## src/rtl/fetch_stage_pkg.sv

```systemverilog
// Shared constants for the fetch stage: opcode values, FSM state encoding,
// NOP encoding and PC increment, plus small PC alignment helpers.
package fetch_stage_pkg;

  // RV32I base opcode used to build the canonical NOP
  localparam logic [6:0] OPC_OP_IMM = 7'b0010011;

  // Canonical NOP: addi x0, x0, 0
  localparam logic [31:0] INST_NOP = {25'd0, OPC_OP_IMM};

  // Sequential fetch advances one 32-bit word
  localparam logic [31:0] PC_INC = 32'd4;

  // Fetch FSM: FETCH has a request outstanding, HOLD parks behind a stalled decode
  typedef enum logic {
    ST_FETCH = 1'b0,
    ST_HOLD  = 1'b1
  } fetch_state_e;

  // Drop the byte offset so a loaded PC is always word aligned
  function automatic logic [31:0] pc_force_align(input logic [31:0] pc);
    return {pc[31:2], 2'b00};
  endfunction

  // True when a target address is not word aligned
  function automatic logic pc_misaligned(input logic [31:0] pc);
    return (pc[1:0] != 2'b00);
  endfunction

endpackage

```

## src/rtl/fetch_stage_pc_register.sv

```systemverilog
// Program counter register for the fetch stage. Asynchronous active-high
// reset to RESET_PC; a redirect load takes precedence over the sequential
// increment, and the increment wraps modulo 2^32.
module pc_register
  import fetch_stage_pkg::*;
#(
  parameter logic [31:0] RESET_PC = 32'h0000_0000
) (
  input  logic        clk,
  input  logic        reset,
  input  logic        load_en_i,
  input  logic [31:0] load_pc_i,
  input  logic        inc_en_i,
  output logic [31:0] pc_o
);

  logic [31:0] pc_q;
  logic [31:0] pc_d;

  // Select next PC: redirect load wins over increment, otherwise hold
  always_comb begin
    pc_d = pc_q;
    if (load_en_i) begin
      pc_d = load_pc_i;
    end else if (inc_en_i) begin
      pc_d = pc_q + PC_INC;
    end
  end

  // PC state with asynchronous reset to the boot address
  always_ff @(posedge clk or posedge reset) begin
    if (reset) begin
      pc_q <= RESET_PC;
    end else begin
      pc_q <= pc_d;
    end
  end

  assign pc_o = pc_q;

endmodule

```

## src/rtl/fetch_stage.sv

```systemverilog
// Instruction fetch stage with IF/ID pipeline register.
// Issues one request at a time at the current PC, captures the returned
// word into IF/ID, and handles stall, flush and redirect with priority
// reset > redirect > flush > stall > capture.
// Optional feature macro: FETCH_ALIGN_CHECK_EN adds misaligned_fault, which
// latches on a misaligned redirect and blocks fetching until an aligned
// redirect. Without it, redirect targets are forced to word alignment.
module fetch_stage
  import fetch_stage_pkg::*;
#(
  parameter logic [31:0] RESET_PC = 32'h0000_0000
) (
  input  logic        clk,
  input  logic        reset,
  output logic        imem_req,
  output logic [31:0] imem_addr,
  input  logic        imem_ready,
  input  logic [31:0] imem_rdata,
  input  logic        stall,
  input  logic        flush,
  input  logic        redirect_valid,
  input  logic [31:0] redirect_pc,
  output logic        if_id_valid,
  output logic [31:0] if_id_pc,
  output logic [31:0] if_id_inst
`ifdef FETCH_ALIGN_CHECK_EN
  ,
  output logic        misaligned_fault
`endif
);

  fetch_state_e state_q;
  logic         valid_q;
  logic [31:0]  ifid_pc_q;
  logic [31:0]  ifid_inst_q;
  logic [31:0]  pc;

  logic         fetch_blocked;
  logic         hold_ifid;
  logic         capture;
  logic [31:0]  redirect_target;

`ifdef FETCH_ALIGN_CHECK_EN
  logic         fault_q;
  assign fetch_blocked    = fault_q;
  assign redirect_target  = redirect_pc;
  assign misaligned_fault = fault_q;
`else
  assign fetch_blocked    = 1'b0;
  assign redirect_target  = pc_force_align(redirect_pc);
`endif

  // Decide whether this edge captures the returned word into IF/ID
  always_comb begin
    hold_ifid = stall && valid_q;
    capture   = (state_q == ST_FETCH) && imem_ready && !redirect_valid &&
                !flush && !hold_ifid && !fetch_blocked;
  end

  pc_register #(
    .RESET_PC (RESET_PC)
  ) u_pc_register (
    .clk       (clk),
    .reset     (reset),
    .load_en_i (redirect_valid),
    .load_pc_i (redirect_target),
    .inc_en_i  (capture),
    .pc_o      (pc)
  );

  // Fetch FSM and IF/ID register, evaluated in priority order
  always_ff @(posedge clk or posedge reset) begin
    if (reset) begin
      state_q     <= ST_FETCH;
      valid_q     <= 1'b0;
      ifid_pc_q   <= 32'h0000_0000;
      ifid_inst_q <= INST_NOP;
`ifdef FETCH_ALIGN_CHECK_EN
      fault_q     <= 1'b0;
`endif
    end else if (redirect_valid) begin
      state_q <= ST_FETCH;
      valid_q <= 1'b0;
`ifdef FETCH_ALIGN_CHECK_EN
      fault_q <= pc_misaligned(redirect_pc);
`endif
    end else if (flush) begin
      state_q <= ST_FETCH;
      valid_q <= 1'b0;
    end else if (hold_ifid) begin
      state_q <= ST_HOLD;
    end else if (state_q == ST_HOLD) begin
      // Leaving HOLD re-issues the request; no capture on this edge
      state_q <= ST_FETCH;
    end else if (capture) begin
      valid_q     <= 1'b1;
      ifid_pc_q   <= pc;
      ifid_inst_q <= imem_rdata;
    end
  end

  // Request is live only in FETCH, outside reset and outside a fault
  assign imem_req    = !reset && (state_q == ST_FETCH) && !fetch_blocked;
  assign imem_addr   = pc;
  assign if_id_valid = valid_q;
  assign if_id_pc    = ifid_pc_q;
  assign if_id_inst  = ifid_inst_q;

endmodule

```

## config.mk

```make
export PLATFORM = sky130hd
export DESIGN_NAME = fetch_stage
export DESIGN_NICKNAME = d
export VERILOG_FILES = /design/src/rtl/fetch_stage_pkg.sv /design/src/rtl/fetch_stage_pc_register.sv /design/src/rtl/fetch_stage.sv
export SDC_FILE = /design/constraint.sdc
export NUM_CORES = 1
export LEC_CHECK = 0
export ABC_AREA = 1
export BUFFER_PORTS_ARGS = -buffer_cell sky130_fd_sc_hd__buf_2
export CAP_MARGIN = 0
export CORE_MARGIN = 2
export CORE_UTILIZATION = 50
export DETAILED_ROUTE_END_ITERATION = 8
export PLACE_DENSITY = 0.82
export SLEW_MARGIN = 10
export SYNTH_ARGS = -nofsm -noshare
export SYNTH_HDL_FRONTEND = slang
export SYNTH_SLANG_ARGS = --single-unit
```

## constraint.sdc

```tcl
create_clock -name clk -period 3.8 [get_ports clk]
set_input_delay 0.38 -clock clk [delete_from_list [all_inputs] [get_ports clk]]
set_output_delay 0.38 -clock clk [all_outputs]
set_load 0.01 [all_outputs]
```

==> run metrics <==
outcome=finished, final reports clean; synthesis-stage register bit count=94; post-CTS sizing=0; Die ar.=between 0.01 and 0.015 mm²; worst path cell trace=buf_2 > inv_1 > nand2_1 > inv_1 > nand2_1 > o211ai_1; Total GRT Usage=24.5%; Synth Flop Type=dfrtp_1; PortBufs=between 150 and 200; Crit Path Max Fanout=34; final net count=884; Yosys top cell by area=dfrtp_1; mean area per synthesized cell=7.13 µm²; first-pass GRT wire length=about 20 mm; CP Capture Type=flop; Fin Setup TNS=0 ps; setup violators final=0; worst path required time=approximately 4000 ps; Core Region=0.00920 mm²; # fillers=roughly 870; VDD IR-drop max=0.000202 V; critical path's slowest cell=buf_2; Hold Crit Class=primary input to flop; Die W=101 µm; Hold-fix buffers, CTS=0; clock latency on the worst-skew pair=370 ps; Post-DRT Antenna Nets=0; Ys Warns=0; CTS tree=yes; Overflow after GRT=0; Mapped Area=roughly 0.0047 mm²; FFs w/ async S/R, synth=100%; vias in the first global route=4,261; Setup Fix Bufs, Post-CTS=0; Final min period=2080 ps; PwrDens=around 450 mW/mm²; cts bufs inserted=9; Seq/Total Area, Yosys=50.0%; initial antenna violation count=0; max_slew headroom=31.9%; Worst EP arrival=2290 ps; Max Root-Sink Buffers=2; Leak=3.25 nW; Syn Inst Count=661; unrepaired setup endpoints after global routing=no; crit path launch type=primary input; Max Cap Viol=0; DRC errors left=0; fraction of layout cells with a size suffix above 1=a little under a quarter; Worst path max stage delay=540 ps; Core Rows=35; r2r setup slk=1910 ps; R2R depth=6; Setup CP Type=primary input to flop; maximum level of the CTS H-tree=3; fin crit share=54.7%; Fmax achieved=481 MHz; top cells by area, synth=dfrtp_1 (48%), nand2_1 (22%), nor2_1 (7.5%); Post-Route WL=12.4 mm; routed length per instance=roughly 13 µm; EDFF count, synth=0; Synth top area share=48.3%; Synth-to-Final Area Change=22.6%; WHS Path Cells=3; Initial Utilization=just over 50%; Slew Viols, Final=0; CTS root buf=clkbuf_8; Hold Fails Final Rpt=0; Vias/cell=4.97; via count=4,615; Worst Tran Pin Value=1020 ps; largest net degree at the start of global routing=around 110; Final Skew=around 12 ps; most frequent cells after synthesis=nand2_1 (272), nor2_1 (94), dfrtp_1 (91); dpl ws=1360 ps; DRT Pass-1 Iters=4; post-synthesis cell type count=27; # diodes=0; I/O pin count=168; Die Height=approximately 100 µm; final worst-path setup slack=1720 ps; detailed placement HPWL=8.99 mm; clk slew on worst S/H paths=100 ps; clk sink count=94; gp weighted congestion=0.851; drt initial violations=230; most frequent cell after synthesis=nand2_1
[kinds of logic (layout without fill, tap and decap cells)]
| kind of cell | after synthesis | after routing | synth area share, % |
|---|---|---|---|
| simple gates | 435 | 435 | 37.3 |
| other cells | 1 | 4 | 0.0796 |
| xor+xnor | 2 | 2 | 0.372 |
| fa+ha+maj | 1 | 1 | 0.265 |
| flops | 94 | 94 | 50.0 |
| buf+inv | 91 | 245 | 8.02 |
| compound gates | 37 | 37 | 3.98 |
[layout make-up]
class	instances	area [µm²]	share of cell area, %
Clock inverter	5	82.6	1.43
Clock buffer	11	131	2.27
Multi-Input combinational cell	479	1990	34.4
Tap cell	111	139	2.40
Sequential cell	94	2360	40.8
Inverter	64	241	4.18
Timing Repair Buffer	165	836	14.5
[flip-flops by register name, summed over array words and instances, names as in the netlist]
name / cells
if_id_inst: 32
if_id_pc: 30
if_id_valid: 1
state_q: 1
u_pc_register.pc_o: 30
[through the flow]
step	util (%)	instance area, µm²	cells	total power [W]	hold WS (ps)
floorplan	-	4720	664	0.00163	451
global placement	60.5	5560	913	0.00189	456
detailed placement	60.5	5560	913	0.00191	457
CTS	62.8	5780	929	0.00264	195
global route	62.8	5780	929	0.00277	206
finish	62.8	5780	929	0.00262	198
[power breakdown]
| group | internal, W | total (W) | switching (W) |
|---|---|---|---|
| Combinational | 0.000242 | 0.000599 | 0.000357 |
| Clock | 0.000374 | 0.000728 | 0.000354 |
| Sequential | 0.00117 | 0.00129 | 0.000125 |
| Total | 0.00178 | 0.00262 | 0.000836 |
[metal layers]
metal  vias to the layer above  track usage, %  routed length, µm
met2                       136            40.0               5950
met3                        11            3.74                714
li1                       2315               -                  -
met4                         0            7.07                141
met5                         -               0                  0
met1                      2153            34.1               5570
[worst max-delay path, delay by kind of cell]
family,cells,cell delay (ps)
simple gates,2,580
compound gates,1,80
buf+inv,3,1230
[layout by cell type (no fill, tap or decap), drive strengths merged]
cell type	netlist	layout
a21oi	2	2
and2	1	1
buf	20	165
bufinv	0	2
clkbuf	7	11
clkinv	0	3
conb	1	4
dfrtp	91	91
dfstp	3	3
ha	1	1
inv	64	64
nand2	273	273
nand3	56	56
nand3b	4	4
nand4	1	1
nor2	98	98
nor3	1	1
o211ai	1	1
o21ai	34	34
or2	1	1
xor2	2	2
[final timing paths]
| check | from | to |
|---|---|---|
| worst max-delay path | redirect_valid | u_pc_register.pc_o[5] |
| worst min-delay path | imem_rdata[12] | if_id_inst[12] |
| worst max register to register | if_id_valid | u_pc_register.pc_o[30] |
| worst min register to register | if_id_inst[4] | if_id_inst[4] |
| max in group asynchronous | reset | if_id_inst[31] |
| min in group asynchronous | reset | if_id_inst[9] |
(Power assumes the default switching activity.)
